--- config.mk ---
export PLATFORM = sky130hd
export DESIGN_NAME = fft_frame_ctrl_flat
export DESIGN_NICKNAME = d
export VERILOG_FILES = /design/src/rtl/fft_pkg.sv /design/src/rtl/fft_frame_ctrl_if.sv /design/src/rtl/fft_watchdog.sv /design/src/rtl/fft_frame_ctrl.sv /design/src/flat_wrapper.sv
export SDC_FILE = /design/constraint.sdc
export NUM_CORES = 1
export LEC_CHECK = 0
export ABC_CLOCK_PERIOD_IN_PS = 4300
export BUFFER_PORTS_ARGS = -buffer_cell sky130_fd_sc_hd__buf_2
export CORE_MARGIN = 2
export CORE_UTILIZATION = 25
export CTS_CLUSTER_SIZE = 40
export DETAILED_ROUTE_END_ITERATION = 10
export SLEW_MARGIN = 30
export SYNTH_ARGS = -nofsm -noshare
export SYNTH_HDL_FRONTEND = slang
export SYNTH_SLANG_ARGS = --single-unit
--- constraint.sdc ---
create_clock -name i_clk -period 4.3 [get_ports i_clk]
set_input_delay 0.215 -clock i_clk [delete_from_list [all_inputs] [get_ports i_clk]]
set_output_delay 0.215 -clock i_clk [all_outputs]
set_load 0.02 [all_outputs]
--- src/rtl/fft_pkg.sv ---
// Shared types and defaults for the FFT frame controller slice.
// Holds the controller state encoding, default parameter values and the frame-length helper.
package fft_pkg;

    typedef enum logic [1:0] {
        IDLE  = 2'd0,
        FEED  = 2'd1,
        FLUSH = 2'd2,
        DRAIN = 2'd3
    } state_t;

    localparam int DEF_DATA_W       = 32;
    localparam int DEF_LOG2_N       = 10;
    localparam int DEF_FLUSH_LEN    = 128;
    localparam int DEF_MAX_FRAMES_W = 8;
    localparam int DEF_TIMEOUT_CYC  = 65536;

    function automatic int frame_len(input int log2_n);
        return 1 << log2_n;
    endfunction

endpackage

--- src/rtl/fft_frame_ctrl_if.sv ---
// Sample stream between upstream source, frame controller and FFT core.
// The controller takes the slave view; the environment (source plus core) takes the master view.
interface fft_frame_ctrl_if
    import fft_pkg::*;
#(
    parameter int DATA_W = DEF_DATA_W
) ();

    logic              s_valid;
    logic              s_ready;
    logic [DATA_W-1:0] s_real;
    logic [DATA_W-1:0] s_imag;
    logic              o_valid_in;
    logic [DATA_W-1:0] o_data_real;
    logic [DATA_W-1:0] o_data_imag;
    logic              i_valid_out;

    modport slave (
        input  s_valid, s_real, s_imag, i_valid_out,
        output s_ready, o_valid_in, o_data_real, o_data_imag
    );

    modport master (
        output s_valid, s_real, s_imag, i_valid_out,
        input  s_ready, o_valid_in, o_data_real, o_data_imag
    );

endinterface

--- src/rtl/fft_watchdog.sv ---
// Idle-cycle watchdog: counts enabled cycles without a kick and flags the TIMEOUT_CYC-th one.
module fft_watchdog
    import fft_pkg::*;
#(
    parameter int TIMEOUT_CYC = DEF_TIMEOUT_CYC
) (
    input  logic i_clk,
    input  logic i_reset,
    input  logic kick,
    input  logic enable,
    output logic expired
);

    localparam int CNT_W = $clog2(TIMEOUT_CYC + 1);
    localparam logic [CNT_W-1:0] LIMIT = CNT_W'(TIMEOUT_CYC - 1);

    logic [CNT_W-1:0] idle_cnt;

    // Saturates at the limit so a late FSM exit cannot wrap the count.
    always_ff @(posedge i_clk) begin
        if (i_reset || !enable || kick)
            idle_cnt <= '0;
        else if (!expired)
            idle_cnt <= idle_cnt + CNT_W'(1);
    end

    assign expired = enable && !kick && (idle_cnt == LIMIT);

endmodule

--- src/rtl/fft_frame_ctrl.sv ---
// Frame controller for a streaming FFT core: feeds frames, flushes with zeros, counts output pairs.
// Define FFT_FRAME_CTRL_LATENCY_EN to compile in the first-sample-to-first-pair latency counter.
module fft_frame_ctrl
    import fft_pkg::*;
#(
    parameter int DATA_W       = DEF_DATA_W,
    parameter int LOG2_N       = DEF_LOG2_N,
    parameter int FLUSH_LEN    = DEF_FLUSH_LEN,
    parameter int MAX_FRAMES_W = DEF_MAX_FRAMES_W,
    parameter int TIMEOUT_CYC  = DEF_TIMEOUT_CYC
) (
    input  logic                    i_clk,
    input  logic                    i_reset,
    input  logic                    i_start,
    input  logic [MAX_FRAMES_W-1:0] i_num_frames,
    fft_frame_ctrl_if.slave         bus,
    output logic                    o_frame_done,
    output logic [MAX_FRAMES_W-1:0] o_frame_cnt,
    output logic                    o_busy,
    output logic                    o_done,
    output logic                    o_timeout,
    output logic                    o_err,
    output logic [31:0]             o_latency
);

    localparam int N      = frame_len(LOG2_N);
    localparam int HALF   = N / 2;
    localparam int IN_W   = MAX_FRAMES_W + LOG2_N;
    localparam int FL_W   = $clog2(FLUSH_LEN + 1);
    localparam int PAIR_W = (LOG2_N > 1) ? LOG2_N - 1 : 1;

    state_t                  state, state_nxt;
    logic [MAX_FRAMES_W-1:0] frames_q;
    logic [IN_W-1:0]         in_cnt, in_last;
    logic [FL_W-1:0]         flush_cnt;
    logic [PAIR_W-1:0]       pair_cnt;
    logic                    accept, pair_in, pair_wrap, run_done, flush_last;
    logic                    wd_enable, wd_expired, start_run;

    assign bus.s_ready = (state == FEED) && !i_reset;
    assign accept      = bus.s_valid && bus.s_ready;
    assign start_run   = (state == IDLE) && i_start;
    assign pair_in     = bus.i_valid_out && (state != IDLE);
    assign pair_wrap   = pair_in && (pair_cnt == PAIR_W'(HALF - 1));
    assign run_done    = pair_wrap && ((o_frame_cnt + MAX_FRAMES_W'(1)) == frames_q);
    assign in_last     = (IN_W'(frames_q) << LOG2_N) - IN_W'(1);
    assign flush_last  = (flush_cnt == FL_W'(FLUSH_LEN - 1));
    assign wd_enable   = (state == FLUSH) || (state == DRAIN);
    assign o_busy      = (state != IDLE);

    fft_watchdog #(
        .TIMEOUT_CYC(TIMEOUT_CYC)
    ) u_watchdog (
        .i_clk   (i_clk),
        .i_reset (i_reset),
        .kick    (bus.i_valid_out),
        .enable  (wd_enable),
        .expired (wd_expired)
    );

    always_ff @(posedge i_clk) begin
        if (i_reset)
            state <= IDLE;
        else
            state <= state_nxt;
    end

    // Run completion and watchdog expiry override the per-state transition, so a
    // final pair landing on the last flush cycle ends the run instead of draining.
    always_comb begin
        state_nxt = state;
        case (state)
            IDLE:    if (i_start) state_nxt = FEED;
            FEED:    if (accept && (in_cnt == in_last)) state_nxt = FLUSH;
            FLUSH:   if (flush_last) state_nxt = DRAIN;
            DRAIN:   state_nxt = DRAIN;
            default: state_nxt = IDLE;
        endcase
        if ((state != IDLE) && (run_done || wd_expired))
            state_nxt = IDLE;
    end

    always_ff @(posedge i_clk) begin
        if (i_reset) begin
            bus.o_valid_in  <= 1'b0;
            bus.o_data_real <= '0;
            bus.o_data_imag <= '0;
            frames_q        <= '0;
            in_cnt          <= '0;
            flush_cnt       <= '0;
            pair_cnt        <= '0;
            o_frame_cnt     <= '0;
            o_frame_done    <= 1'b0;
            o_done          <= 1'b0;
            o_timeout       <= 1'b0;
            o_err           <= 1'b0;
        end else begin
            bus.o_valid_in  <= accept || (state == FLUSH);
            bus.o_data_real <= accept ? bus.s_real : {DATA_W{1'b0}};
            bus.o_data_imag <= accept ? bus.s_imag : {DATA_W{1'b0}};
            o_frame_done    <= pair_wrap;
            if (start_run) begin
                frames_q    <= (i_num_frames == '0) ? MAX_FRAMES_W'(1) : i_num_frames;
                in_cnt      <= '0;
                flush_cnt   <= '0;
                pair_cnt    <= '0;
                o_frame_cnt <= '0;
                o_done      <= 1'b0;
                o_timeout   <= 1'b0;
                o_err       <= 1'b0;
            end else begin
                if (accept)
                    in_cnt <= in_cnt + IN_W'(1);
                flush_cnt <= (state == FLUSH) ? flush_cnt + FL_W'(1) : '0;
                if (pair_in)
                    pair_cnt <= pair_wrap ? '0 : pair_cnt + PAIR_W'(1);
                if (pair_wrap)
                    o_frame_cnt <= o_frame_cnt + MAX_FRAMES_W'(1);
                if (run_done)
                    o_done <= 1'b1;
                else if (wd_expired && (state != IDLE))
                    o_timeout <= 1'b1;
            end
            // A stray core strobe while idle is flagged even if a start arrives alongside it.
            if ((state == IDLE) && bus.i_valid_out)
                o_err <= 1'b1;
        end
    end

`ifdef FFT_FRAME_CTRL_LATENCY_EN
    logic [31:0] lat_cnt;
    logic        lat_armed;

    // Arms on the first accepted sample of a run and captures on the first core strobe.
    always_ff @(posedge i_clk) begin
        if (i_reset) begin
            lat_cnt   <= '0;
            lat_armed <= 1'b0;
            o_latency <= '0;
        end else if (start_run) begin
            lat_cnt   <= '0;
            lat_armed <= 1'b0;
            o_latency <= '0;
        end else if (accept && (in_cnt == '0)) begin
            lat_cnt   <= 32'd1;
            lat_armed <= !pair_in;
            o_latency <= '0;
        end else if (lat_armed) begin
            if (pair_in) begin
                o_latency <= lat_cnt;
                lat_armed <= 1'b0;
            end else begin
                lat_cnt <= lat_cnt + 32'd1;
            end
        end
    end
`else
    assign o_latency = '0;
`endif

endmodule

--- src/flat_wrapper.sv ---
// flat-port wrapper written by rule: the top's interface ports become plain ports
module fft_frame_ctrl_flat import fft_pkg::*;
#(
    parameter int DATA_W       = DEF_DATA_W,
    parameter int LOG2_N       = DEF_LOG2_N,
    parameter int FLUSH_LEN    = DEF_FLUSH_LEN,
    parameter int MAX_FRAMES_W = DEF_MAX_FRAMES_W,
    parameter int TIMEOUT_CYC  = DEF_TIMEOUT_CYC
)
  (i_clk, i_reset, i_start, i_num_frames, o_frame_done, o_frame_cnt, o_busy, o_done, o_timeout, o_err, o_latency, bus_s_valid, bus_s_real, bus_s_imag, bus_i_valid_out, bus_s_ready, bus_o_valid_in, bus_o_data_real, bus_o_data_imag);
  fft_frame_ctrl_if #(.DATA_W(DATA_W)) bus_i ();
  input  logic i_clk;
  input  logic i_reset;
  input  logic i_start;
  input  logic [MAX_FRAMES_W-1:0] i_num_frames;
  output logic o_frame_done;
  output logic [MAX_FRAMES_W-1:0] o_frame_cnt;
  output logic o_busy;
  output logic o_done;
  output logic o_timeout;
  output logic o_err;
  output logic [31:0] o_latency;
  input wire logic [$bits(bus_i.s_valid)-1:0] bus_s_valid;
  input wire logic [$bits(bus_i.s_real)-1:0] bus_s_real;
  input wire logic [$bits(bus_i.s_imag)-1:0] bus_s_imag;
  input wire logic [$bits(bus_i.i_valid_out)-1:0] bus_i_valid_out;
  output wire logic [$bits(bus_i.s_ready)-1:0] bus_s_ready;
  output wire logic [$bits(bus_i.o_valid_in)-1:0] bus_o_valid_in;
  output wire logic [$bits(bus_i.o_data_real)-1:0] bus_o_data_real;
  output wire logic [$bits(bus_i.o_data_imag)-1:0] bus_o_data_imag;
  assign bus_i.s_valid = bus_s_valid;
  assign bus_i.s_real = bus_s_real;
  assign bus_i.s_imag = bus_s_imag;
  assign bus_i.i_valid_out = bus_i_valid_out;
  assign bus_s_ready = bus_i.s_ready;
  assign bus_o_valid_in = bus_i.o_valid_in;
  assign bus_o_data_real = bus_i.o_data_real;
  assign bus_o_data_imag = bus_i.o_data_imag;
  fft_frame_ctrl #(.DATA_W(DATA_W), .LOG2_N(LOG2_N), .FLUSH_LEN(FLUSH_LEN), .MAX_FRAMES_W(MAX_FRAMES_W), .TIMEOUT_CYC(TIMEOUT_CYC)) u_core (.i_clk(i_clk), .i_reset(i_reset), .i_start(i_start), .i_num_frames(i_num_frames), .bus(bus_i), .o_frame_done(o_frame_done), .o_frame_cnt(o_frame_cnt), .o_busy(o_busy), .o_done(o_done), .o_timeout(o_timeout), .o_err(o_err), .o_latency(o_latency));
endmodule
# After elaboration in Yosys (flattened, before gate mapping)
# Index checks and enable logic that the tools add are counted.
# op_classes
add_sub_neg	6
n_eq_ne	11
mux	8
bitwise	3
n_reduce_logical	30
# op_table
operator	count
adder 18 x 1 -> 18 bit (second input constant)	1
equality test 18 bit	1
subtractor 18 x 1 -> 18 bit (second input constant)	1
adder 17 x 1 -> 17 bit (second input constant)	1
equality test 17 x 16 -> 1 bit (second input constant)	1
adder 8 x 1 -> 8 bit (second input constant)	2
logical AND 1 bit	12
adder 9 x 1 -> 9 bit (second input constant)	1
equality test 9 bit (second input constant)	1
2-to-1 mux 9 bit	1
equality test 8 x 7 -> 1 bit (second input constant)	1
equality test 8 bit	1
logical NOT 8 bit	1
2-to-1 mux 8 bit	1
one-hot mux 2 bit (4 select lines)	1
2-to-1 mux 2 bit	3
OR reduction 2 bit	3
logical OR 1 bit	5
equality test 2 bit (second input constant)	2
inequality test 2 bit (second input constant)	2
nonzero test 2 bit	2
logical NOT 1 bit	3
inverter 1 bit	3
AND reduction 3 bit	1
6 further kinds	7
# totals
reg_bits	139
input_bits	77
output_inout_bits	111
elab_cells	72

# Depth between registers and ports, before layout
# logic_depth
ltp_word	7
mapped_depth	11
depth_no_buf	10

# Cells and area by module
# Synthesis repeated with hierarchy kept, for this count alone.
# unflattened
cells_unflattened	583
area_unflattened_um2	5605.4
# by_module_without_submodules
mod	instances	cells_each	area_per_inst_um2	seq_area_each_um2
fft_frame_ctrl	1	495	4782.1	2442.3
fft_watchdog	1	88	823.3	340.3

# Least setup slack after synthesis
# No wires, ideal clock.
# synth_timing
kind	register to register
start	register u_core.u_watchdog.idle_cnt[7]
end	register u_core.u_watchdog.idle_cnt[15]
setup_ns	0.128
t_arrival_ns	2.155
required_ns	4.172
slack_ns	2.018
path_stages_with_launch	11
path_buffers	1
period_less_slack_ns	2.282
path_cell_list	dfxtp_1 > and4_1 > and3_1 > and4_1 > ha_1 > and3b_1 > buf_2 > nor4_4 > nand4_1 > xnor2_1 > nor2_1
# synth_between
elab_chain_cells	2
elab_cells_between_ends	3
cone_classes	add/sub: 1; eq/ne: 1; reduce/logical: 1
# synth_lines
element	line	text
start, declared	fft_watchdog.sv:17	logic [CNT_W-1:0] idle_cnt;
start signal, assigned	fft_watchdog.sv:24	idle_cnt <= idle_cnt + CNT_W'(1);
parallel branches: the longest is 2 deep, another holds adder 17 x 1 -> 17 bit	-	
# Parallel ways; which one is timed is not known.
# A chain may end at the register's enable or synchronous reset.

# Worst setup path after layout
# layout_timing
start	register u_core.state[1]
end	register u_core.o_frame_cnt[4]
# layout_between
elab_chain_cells	3
elab_cells_between_ends	6
cone_classes	reduce/logical: 6
# layout_lines
element	line	text
start, declared	fft_frame_ctrl.sv:32	state_t state, state_nxt;
start signal, assigned	fft_frame_ctrl.sv:65	state <= state_nxt;
logical NOT 2 bit or nonzero test 2 bit (tied branches)	fft_frame_ctrl.sv:42, fft_frame_ctrl.sv:43	
logical AND 1 bit (on tied branches)	fft_frame_ctrl.sv:42, fft_frame_ctrl.sv:43	
OR reduction 2 bit (no line) or logical AND 1 bit (tied branches)	-	
end signal, assigned	fft_frame_ctrl.sv:118	o_frame_cnt <= o_frame_cnt + MAX_FRAMES_W'(1);
end, declared	fft_frame_ctrl.sv:18	output logic [MAX_FRAMES_W-1:0] o_frame_cnt,
# Several ways; a longest one is shown, not always the timed one.

==> results.md <==
- CP max-delay cell: dfxtp_1
- Psw: approximately 0.76 mW
- Post-DP HPWL: 9067 microns
- Number of remaining DRC errors: 0
- Power Density: between 300 and 400 nW/um^2
- Crit path DAT: about 2.8 ns
- Sequential area share after synthesis: 0.4897
- Htree depth: 4
- Antenna-violating nets left: 0
- Async set-reset flop share out of synthesis: 0
- Die W: around 150 microns
- Setup TNS: 0 ns
- Share of cells above drive strength 1: 0.2479
- Distinct cells, synth: 53
- Clock buffer depth: 2
- CP peak stage delay: between 0.6 and 0.7 ns
- Mean Syn Cell Area: between 9 and 10 sq um
- Post-synth top area share: 0.4897
- Initial antenna violation count: 0
- Internal Power: between 2 and 2.5 mW
- Num CTS Buffers: 17
- Most used flip-flop cell after synthesis: dfxtp_1
- Fin cells: around 1,100
- Power share of the combinational group: 0.073
- VDD IR max: around 240 uV
- Clock skew: 0.009721 ns
- Clk sinks: between 100 and 150
- Max-slew violations: 0
- Min Tclk post-route: ~2.4 ns
- YS warnings: 0
- Largest cells by area after synthesis: dfxtp_1, and2_1, xor2_1, buf_4, xnor2_1
- DR pass1 iterations: 4
- # rows: 55
- CP Class: register to register
- Final Cell Area: roughly 7800 sq um
- Flop pwr share: 0.440
- PostCTS Resize Cnt: 0
- Max Cap Viol: 0
- CTS tree: yes
- Layout Area Growth over Synthesis: 36.64%
- Synth Register Bits: about 140
- Starting Density: 0.2525
- Worst-Margin Slew: approximately 0.84 ns
- Vias: roughly 4,600
- Ports: 188
- Fmax: 408.9 MHz
- Global-route wire length before repair: 22,330 microns
- Synth Instances: a little under 600
- Largest net degree at the start of global routing: 65
- Via/cell ratio: 4.140
- I/O Buffers: 155
- CTS Root Cell: clkbuf_16
- Hold Slack: 0.01780 ns
- RePlAce Congestion: 0.7588
- CP endpoint kind: register
- Worst Setup Start Kind: register
- Area after DPL: between 6000 and 7000 sq um
- Period utilization: 0.5687
- Rel. slew slack: 0.4396
- RSZ-0062 raised after global routing: false
- Outcome: finished clean
- Gr usage total: 0.1161
- Fin util: 0.3451
- Commonest non-fill, non-tap cell in the layout: buf_2
- Clock power share: 0.487
- Commonest non-fill, non-tap cells in the layout: buf_2, dfxtp_1, and2_1
- Skew-Pair Late Insertion Delay: approximately 0.42 ns
- Fin. Hold Viols: 0
- Antenna diode count: 0
- Area leader, netlist: dfxtp_1
- Remaining global-route overflow: 0
- Die Ht: around 150 microns
- Class of the worst hold path: input pin to register
- Sw Ratio: 0.2526
- Final setup vio count: 0
- Critical path cell sequence: or3b_1 > nand2_1 > a21oi_1 > o21ai_1 > o31ai_1
- Core area: 22,500 sq um
- Nets: ~900
- 1st-iter DRT viols: 196
- Post-CTS Setup Inserts: 0
- Placed insts: slightly above 1,000
- Leakage power of the design: between 3 and 4 nW
- Die area: 23,950 sq um
- Reg clk slew, reported paths: ~0.070 ns
- CP required: ~4.6 ns
- Mapped Area: between 5000 and 6000 sq um
- Crit Path Max Fanout: 24
- Vias in the first global route: 4,558
- DR WL/cell: 12.03 microns
- Post-synth EDFFs: 0
- Drt total wl: about 13,000 microns
==> through the flow <==
step / total power, mW / setup WS (ns)
after floorplan: 1.489 / 2.018
after global placement: 1.530 / 1.877
after detailed placement: 1.532 / 1.863
after CTS: 3.060 / 1.855
after global routing: 3.151 / 1.609
final: 3.013 / 1.855
==> registers in the layout (all words and copies together) (netlist names) <==
register and flops:
u_core.bus.o_data_imag 32, u_core.bus.o_data_real 32, u_core.in_cnt 18, u_core.u_watchdog.idle_cnt 17, u_core.pair_cnt 9, u_core.flush_cnt 8
u_core.frames_q 8, u_core.o_frame_cnt 8, u_core.state 2, u_core.bus.o_valid_in 1, u_core.o_done 1, u_core.o_err 1
u_core.o_frame_done 1, u_core.o_timeout 1
==> cell type report <==
type | count | area (sq um)
Inverter | 13 | 48.80
Clock inverter | 14 | 155.1
Fill cell | 2212 | 14740
Multi-Input combinational cell | 420 | 2609
Tap cell | 285 | 356.6
Clock buffer | 18 | 439.2
Sequential cell | 139 | 2783
Timing Repair Buffer | 215 | 1374
==> synth_stat cells (2+ instances only) <==
master	n
a211oi_1	2
a21oi_1	19
a31oi_1	2
and2_1	68
and3_1	7
and4_1	3
buf_2	8
buf_4	35
clkbuf_1	12
dfxtp_1	139
ha_1	8
inv_1	12
mux2i_1	4
nand2_1	38
nand2b_1	2
nand3_1	17
nand3_2	3
nand3b_1	3
nand4_1	17
nor2_1	65
nor3_1	10
nor4_1	4
nor4_2	5
nor4_4	2
o21a_1	3
o21ai_0	9
o21ai_1	6
o21bai_1	2
o31a_1	3
or3_1	8
xnor2_1	28
xor2_1	32
==> what timing repair did <==
action | in CTS | in global routing
setup endpoints to repair | 0 | 0
hold buffers | 59 | 0
hold endpoints to repair | 59 | 0
==> per-layer routing <==
metal,part of all wire,track usage,up-vias
li1,-,-,2348
met1,0.47,0.1406,2042
met2,0.42,0.1784,165
met3,0.094,0.05940,16
met4,0.014,0.03836,0
met5,0,0,-
==> final timing paths <==
kind	cells after the start	endpoint	from	slack [ns]
hold reg to reg	1	u_core.flush_cnt[0]	u_core.flush_cnt[0]	0.44
setup reg to reg	5	u_core.o_frame_cnt[4]	u_core.state[1]	1.85
hold / removal	2	u_core.bus.o_data_real[7]	bus_s_real[7]	0.02
setup / recovery	5	u_core.o_frame_cnt[4]	u_core.state[1]	1.85
==> power groups by stage <==
stage               logic, mW  clock network (mW)  registers [mW]
floorplan               0.125                   0            1.36
global placement        0.177                   0            1.35
detailed placement      0.177                   0            1.35
CTS                     0.218                1.52            1.33
global route            0.242                1.58            1.33
finish                  0.221                1.47            1.33
==> critical path: cells and delay by family (launching register included) <==
| kind | cells | cell delay, ns |
|---|---|---|
| compound gates | 3 | 0.77 |
| flops | 1 | 0.62 |
| simple gates | 2 | 0.97 |
==> cells by family after synthesis <==
family	after synthesis	synth area share
other cells	1	0.0006599
simple gates	259	0.2543
buf+inv	69	0.07177
mux	4	0.007046
xor+xnor	61	0.09643
flops	139	0.4897
fa+ha+maj	8	0.01761
compound gates	56	0.06253
Power figures use the tool's default switching activity.
